--- src/rtl/coherency_req_arbiter.sv ---
// Round-robin merge of NUM_CORES L1 coherency request channels into one registered, source-tagged stream.
// Define COH_ARB_LINE_LOCK_EN to block requests whose cache line is already outstanding.
module coherency_req_arbiter #(
  parameter int NUM_CORES        = 4,
  parameter int ADDR_WIDTH       = 32,
  parameter int REQ_TYPE_WIDTH   = 3,
  parameter int CORE_ID_WIDTH    = $clog2(NUM_CORES),
  parameter int LINE_OFFSET_BITS = 6,
  parameter int MAX_OUTSTANDING  = 4
) (
  input  logic                                clk,
  input  logic                                rst_n,
  input  logic [NUM_CORES-1:0]                req_valid_i,
  output logic [NUM_CORES-1:0]                req_ready_o,
  input  logic [NUM_CORES*ADDR_WIDTH-1:0]     req_addr_i,
  input  logic [NUM_CORES*REQ_TYPE_WIDTH-1:0] req_type_i,
  output logic                                out_valid_o,
  input  logic                                out_ready_i,
  output logic [ADDR_WIDTH-1:0]               out_addr_o,
  output logic [REQ_TYPE_WIDTH-1:0]           out_type_o,
  output logic [CORE_ID_WIDTH-1:0]            out_source_o,
  input  logic                                done_valid_i,
  input  logic [ADDR_WIDTH-1:0]               done_addr_i
);

  logic                     load_en;
  logic                     found;
  logic                     grant;
  logic [CORE_ID_WIDTH-1:0] rr_ptr;
  logic [CORE_ID_WIDTH-1:0] winner;
  logic [NUM_CORES-1:0]     eligible;

  assign load_en = !out_valid_o || out_ready_i;

`ifdef COH_ARB_LINE_LOCK_EN
  localparam int LINE_WIDTH = ADDR_WIDTH - LINE_OFFSET_BITS;

  logic [MAX_OUTSTANDING-1:0] tbl_valid;
  logic [LINE_WIDTH-1:0]      tbl_line [MAX_OUTSTANDING];
  logic [MAX_OUTSTANDING-1:0] tbl_keep;
  logic [MAX_OUTSTANDING-1:0] alloc_slot;
  logic                       alloc_found;
  logic [NUM_CORES-1:0]       blocked;
  logic [LINE_WIDTH-1:0]      done_line;
  logic [LINE_WIDTH-1:0]      out_line;
  logic                       out_pop;
  logic                       unused_done_offset;

  assign done_line          = done_addr_i[ADDR_WIDTH-1:LINE_OFFSET_BITS];
  assign out_line           = out_addr_o[ADDR_WIDTH-1:LINE_OFFSET_BITS];
  assign out_pop            = out_valid_o && out_ready_i;
  assign unused_done_offset = ^done_addr_i[LINE_OFFSET_BITS-1:0];

  always_comb begin
    blocked = '0;
    for (int unsigned i = 0; i < NUM_CORES; i++) begin
      if ((&tbl_valid) ||
          (out_valid_o && req_addr_i[i*ADDR_WIDTH+LINE_OFFSET_BITS +: LINE_WIDTH] == out_line))
        blocked[i] = 1'b1;
      for (int unsigned j = 0; j < MAX_OUTSTANDING; j++) begin
        if (tbl_valid[j] && tbl_line[j] == req_addr_i[i*ADDR_WIDTH+LINE_OFFSET_BITS +: LINE_WIDTH])
          blocked[i] = 1'b1;
      end
    end
  end

  // The allocation slot is chosen after this cycle's free, so a pop into a
  // full table that coincides with a done reuses the freed entry.
  always_comb begin
    tbl_keep    = '0;
    alloc_slot  = '0;
    alloc_found = 1'b0;
    for (int unsigned j = 0; j < MAX_OUTSTANDING; j++)
      tbl_keep[j] = tbl_valid[j] && !(done_valid_i && tbl_line[j] == done_line);
    for (int unsigned j = 0; j < MAX_OUTSTANDING; j++) begin
      if (out_pop && !tbl_keep[j] && !alloc_found) begin
        alloc_slot[j] = 1'b1;
        alloc_found   = 1'b1;
      end
    end
  end

  always_ff @(posedge clk or negedge rst_n) begin
    if (!rst_n) begin
      tbl_valid <= '0;
      for (int unsigned j = 0; j < MAX_OUTSTANDING; j++) tbl_line[j] <= '0;
    end else begin
      tbl_valid <= tbl_keep | alloc_slot;
      for (int unsigned j = 0; j < MAX_OUTSTANDING; j++)
        if (alloc_slot[j]) tbl_line[j] <= out_line;
    end
  end

  assign eligible = req_valid_i & ~blocked;
`else
  logic unused_done;

  assign unused_done = ^{done_valid_i, done_addr_i};
  assign eligible    = req_valid_i;
`endif

  always_comb begin
    found  = 1'b0;
    winner = '0;
    for (int unsigned k = 0; k < NUM_CORES; k++) begin
      if (!found && eligible[rr_ptr + CORE_ID_WIDTH'(k)]) begin
        found  = 1'b1;
        winner = rr_ptr + CORE_ID_WIDTH'(k);
      end
    end
  end

  assign grant = found && load_en && rst_n;

  always_comb begin
    req_ready_o = '0;
    if (grant) req_ready_o[winner] = 1'b1;
  end

  always_ff @(posedge clk or negedge rst_n) begin
    if (!rst_n) begin
      out_valid_o  <= 1'b0;
      out_addr_o   <= '0;
      out_type_o   <= '0;
      out_source_o <= '0;
      rr_ptr       <= '0;
    end else if (grant) begin
      out_valid_o  <= 1'b1;
      out_addr_o   <= req_addr_i[winner*ADDR_WIDTH +: ADDR_WIDTH];
      out_type_o   <= req_type_i[winner*REQ_TYPE_WIDTH +: REQ_TYPE_WIDTH];
      out_source_o <= winner;
      rr_ptr       <= winner + 1'b1;
    end else if (out_ready_i) begin
      out_valid_o  <= 1'b0;
    end
  end

endmodule

--- config.mk ---
export PLATFORM = sky130hd
export DESIGN_NAME = coherency_req_arbiter
export DESIGN_NICKNAME = d
export VERILOG_FILES = /design/src/rtl/coherency_req_arbiter.sv
export SDC_FILE = /design/constraint.sdc
export NUM_CORES = 1
export LEC_CHECK = 0
export ABC_AREA = 1
export BUFFER_PORTS_ARGS = -buffer_cell sky130_fd_sc_hd__buf_4
export CAP_MARGIN = 10
export CORE_ASPECT_RATIO = 1.2
export CORE_MARGIN = 5
export CORE_UTILIZATION = 34
export CTS_CLUSTER_DIAMETER = 50
export DETAILED_ROUTE_END_ITERATION = 12
export PLACE_DENSITY_LB_ADDON = 0.05
export SLEW_MARGIN = 20
export SYNTH_ARGS = -nofsm -noshare
export SYNTH_HDL_FRONTEND = slang
export SYNTH_SLANG_ARGS = --single-unit
--- constraint.sdc ---
create_clock -name clk -period 4.3 [get_ports clk]
set_clock_uncertainty 0.1 [all_clocks]
set_input_delay 0.645 -clock clk [delete_from_list [all_inputs] [get_ports clk]]
set_output_delay 0.645 -clock clk [all_outputs]
set_load 0.005 [all_outputs]
; Word-level counts from Yosys, hierarchy flattened
; Index checks and enable logic that the tools add are counted.
[totals]
input_bits = 180
word_cells = 51
output_inout_bits = 42
ff_bits = 40
[classes]
mul = 1
addsub = 4
shifts = 2
n_lt_le_gt_ge = 6
mux = 21
reduce_logical = 12
[op_table]
columns = op, n
row1 = $shiftx 128x8->32, 1
row2 = $lt 2x3->1 const B, 5
row3 = $shiftx 12x5->3, 1
row4 = $mux 1, 11
row5 = $bmux 1 s2, 4
row6 = $mux 2, 4
row7 = $logic_and 1x1->1, 6
row8 = $add 2x1->2 const B, 2
row9 = $add 2x2->2 const B, 2
row10 = $logic_not 1->1, 4
row11 = $mul 2x2->4 const B, 1
row12 = $mux 4, 1
row13 = $demux 1 s2, 1
row14 = $ge 2x1->1 const B, 1
row15 = $reduce_bool 2->1, 1
row16 = $logic_or 1x1->1, 1

; Longest topological paths before layout
[depth]
depth_word = 17
ltp_mapped = 16

; Least setup slack after synthesis
; Ideal clock, no wire load.
[synth_timing]
kind = input to output
startpoint = input req_valid_i[3]
endpoint = output req_ready_o[0]
t_arrival_ns = 1.785
cell_stages = 11
path_slack_ns = 1.770
n_path_buf = 2
t_required_ns = 3.555
path_cell_list = inv_1 -> nand2_1 -> nand3_1 -> nand2_1 -> nor2_4 -> nand3_4 -> nand3_1 -> buf_6 -> buf_6 -> nand2_1 -> nor2_1
[synth_between]
elab_chain_len = 17
[synth_rtl]
columns = element, line
row1 = from (decl), 13  ; input logic [NUM_CORES-1:0] req_valid_i,
row2 = $bmux 1 s2, 106  ; if (!found && eligible[rr_ptr + CORE_ID_WIDTH'(k)]) begin
row3 = $mux 1 (implied by the code), 106
row4 = $mux 1, 106
row5 = $logic_not 1->1, 106
row6 = $logic_and 1x1->1, 106
row7 = $mux 1, 106
row8 = $logic_not 1->1, 106
row9 = $logic_and 1x1->1, 106
row10 = $mux 1, 106
row11 = $logic_not 1->1, 106
row12 = $logic_and 1x1->1, 106
row13 = $mux 2, 106
row14 = $lt 2x3->1 (implied by the code) or $ge 2x1->1 (tied branches), 117  ; if (grant) req_ready_o[winner] = 1'b1;
row15 = $logic_and 1x1->1 (implied by the code), 117
row16 = $mux 1 (implied by the code), 117
row17 = $demux 1 s2, 117
row18 = $mux 4 (*), 117
row19 = to (decl), 14  ; output logic [NUM_CORES-1:0] req_ready_o,
; Mark *: on every way between the ends. The rest lies on a longest branch, timed or not. The select of a mux whose other input is x is not followed.

; Final worst setup path
[layout_timing]
startpoint = register rr_ptr[0]
endpoint = output req_ready_o[3]
[layout_between]
elab_chain_len = 17
[layout_rtl]
columns = element, line
row1 = from (decl), 29  ; logic [CORE_ID_WIDTH-1:0] rr_ptr;
row2 = from (signal assigned), 132  ; rr_ptr <= winner + 1'b1;
row3 = branches (longest 16 deep; another with $lt 2x3->1), -
row4 = $mux 4 (*), 117
; Mark *: on every way between the ends. The select of a mux whose other input is x is not followed.

==> flow_summary.yaml <==
cts:
  htree_levels: 2
  cts_tree: "built"
  cts.path.max_buffers: 2
  cts_setup_buffers: 0
  cts.sinks: 40
  cts.clk_slew.worst_paths_ns: 0.09
  cts_resized: 0
  ctsHoldBuffers: 0
  clk_latency_ns: 0.30
  numCtsBuffers: 5
  ctsRootBufferMaster: "clkbuf_8"
timing:
  setup_viol: 0
  drv_slew: 0
  fmax_ghz: 0.264
  hold_viol: 0
  timing.hold.ws_ns: 0.350
  relSlewSlack: 0.501
  fin_setup_tns_ns: 0
  tightest_slew_ns: 0.748
  fin_crit_ns: 3.78
  rsz0062_at_grt: "false"
  post-route-period-util: 0.880
floorplan:
  die_width_um: 97.0
  dieArea_sq_um: 11100
  fp.dieH_um: 114
  fp-row-count: 38
  io_pins: 222
  core_area_sq_um: 8940
  start_util: 0.345
place:
  dp_hpwl_mm: 8.53
  place_congestion: 0.832
  dpl.cell_count: 752
  place_area_sq_um: 4500
  port_buffers: 188
finish:
  antenna-diode-count: 0
  stdcell_count: 760
  finish.instance_area_sq_um: 4600
  drive_gt1_frac: 0.338
  fillers: 964
  area_growth_syn_to_layout_pct: 49.1
  nNetsFinal: 819
yosys:
  ys_seq_area_frac: 0.324
  muxShareOfSynthArea: 0
  yosysWarnings: 0
  synth_top_family_by_area: "simple AND/OR/NAND/NOR gates"
  async_flop_share: 1.00
  syn_area_per_cell_sq_um: 6.44
  synthDominantCellAreaShare: 0.324
  yosys.area_share.xor_xnor: 0
  synthCells: 479
  ys_ff_latch: 40
  synth_fp_nets: 659
  synth_compound_area_frac: 0.00851
  synth_edf_count: 0
  synth_area_sq_um: 3090
  synth.top_cells.by_count: "nand2_1 (179), nand3_1 (114), nand4_1 (70)"
  synthTopCellsByArea: "dfrtp_1 (32%), nand2_1 (22%), nand3_1 (18%)"
  synth-simple-area-share: 0.569
  yosys_most_used_dff: "dfrtp_1"
  synth.most_common_cell: "nand2_1"
  synthAdderAreaFrac: 0
  yosys.area.top_type: "dfrtp_1"
  synthDistinctLibCells: 21
detailed_routing:
  vias_per_cell: 5.26
  ant_nets: 0
  drt_iter0_drc: 209
  drt-total-wl_mm: 12.0
  drc: 0
  firstDrtPassIters: 4
  wl_per_cell_um: 15.7
  num_vias: 3996
pwr:
  p_int_mw: 1.81
  vdd_drop_max_uv: 566
  p_leak_nw: 2.48
  power.density_nw_per_um2: 850
  p_sw_mw: 2.10
  sw_frac_of_total: 0.537
  power_frac_clock: 0.079
  p_comb_frac: 0.745
  seqPwrFrac: 0.176
critical_path:
  critPathKind: "flip-flop to primary output"
  regToRegSetupSlack_ns: 1.23
  end_kind: "primary output"
  cp.arrival_ns: 3.04
  regToRegStartpoint: "rr_ptr[0]$_DFFE_PN0P_"
  reg2reg_depth: 11
  crit_required_ns: 3.56
  crit_path_max_fanout: 24
  cp-start-kind: "flip-flop"
  rr_endpoint: "out_addr_o[10]$_DFFE_PN0P_"
global_routing:
  grt_pass1_vias: 3883
  grt_first_pass_wirelength_mm: 19.5
  grt_overflow: 0
  grtUsageTotal: 0.212
  grt_max_degree: 71
  antenna_found_initial: 0
job:
  cap_violations: 0
min_path:
  hold_class: "input pin to asynchronous set/reset pin"
run_status:
  status: "completed"
[through the flow]
stage / worst slack (ns) / util / total power, mW
3_3_place_gp: 0.782 / 0.503 / 3.60
2_1_floorplan: 1.77 / - / 2.84
6_report: 0.516 / 0.515 / 3.91
5_1_grt: 0.108 / 0.515 / 4.36
3_5_place_dp: 0.749 / 0.503 / 3.64
4_1_cts: 0.474 / 0.515 / 3.97
[registers in the layout, indices dropped and copies added, names as in the netlist]
signal and count:
rr_ptr 2, out_valid_o 1, out_type_o 3, out_addr_o 32, out_source_o 2
[power groups by stage]
stage	sequential (mW)	clock, mW	combinational, mW
global placement	0.689	0	2.92
finish	0.690	0.308	2.91
global route	0.722	0.339	3.30
CTS	0.692	0.323	2.95
floorplan	0.687	0	2.16
detailed placement	0.693	0	2.95
[worst max path at each step]
| stage | endpoint | slack [ns] | startpoint |
|---|---|---|---|
| after CTS | req_ready_o[3] | 0.47 | rr_ptr[0]$_DFFE_PN0P_ |
| after floorplan | req_ready_o[0] | 1.77 | req_valid_i[3] |
| after global routing | req_ready_o[3] | 0.11 | rr_ptr[0]$_DFFE_PN0P_ |
| after global placement | req_ready_o[3] | 0.78 | req_valid_i[1] |
| final | req_ready_o[3] | 0.52 | rr_ptr[0]$_DFFE_PN0P_ |
| after detailed placement | req_ready_o[3] | 0.75 | req_valid_i[1] |
[critical path: stages, from the launching register on]
cell and delay, ns:
dfrtp_1 0.60, inv_6 0.09, nand2_1 0.07, nand2_1 0.10, nor2_1 0.15, nor2_1 0.09, nand3_4 0.26, nand3_2 0.39
inv_1 0.51, nand2_1 0.21, nor2_1 0.14, buf_4 0.14
[area by class of cell]
type,count,area [sq um],area share
sequential,40,1000,0.217
clock inverter,2,35.0,0.00761
clock buffer,6,72.6,0.0158
tap,120,150,0.0326
multi-input combinational,379,1800,0.390
inverter,15,61.3,0.0133
timing repair buffer,198,1490,0.323
[placed cells by master (no fill, tap or decap), drive strengths merged]
cell and instances:
bufinv 1, o21a 1, nand4 70, nand3 116
buf 198, o21ai 1, inv 15, clkbuf 6
a31oi 1, dfrtp 40, o211ai 1, nor2 9
clkinv 1, nand2 180
[per-layer routing]
metal	routed length, um	track usage	up-vias
met5	0	0	-
met4	252	0.0599	0
met3	947	0.0548	19
met2	5910	0.361	165
met1	4850	0.265	1842
li1	-	-	1970
[cells by family after synthesis]
logic type | Yosys count
AND/OR/NAND/NOR | 375
buffers and inverters | 60
flip-flops | 40
AO/OA/AOI/OAI | 4
Power figures use the tool's default switching activity.
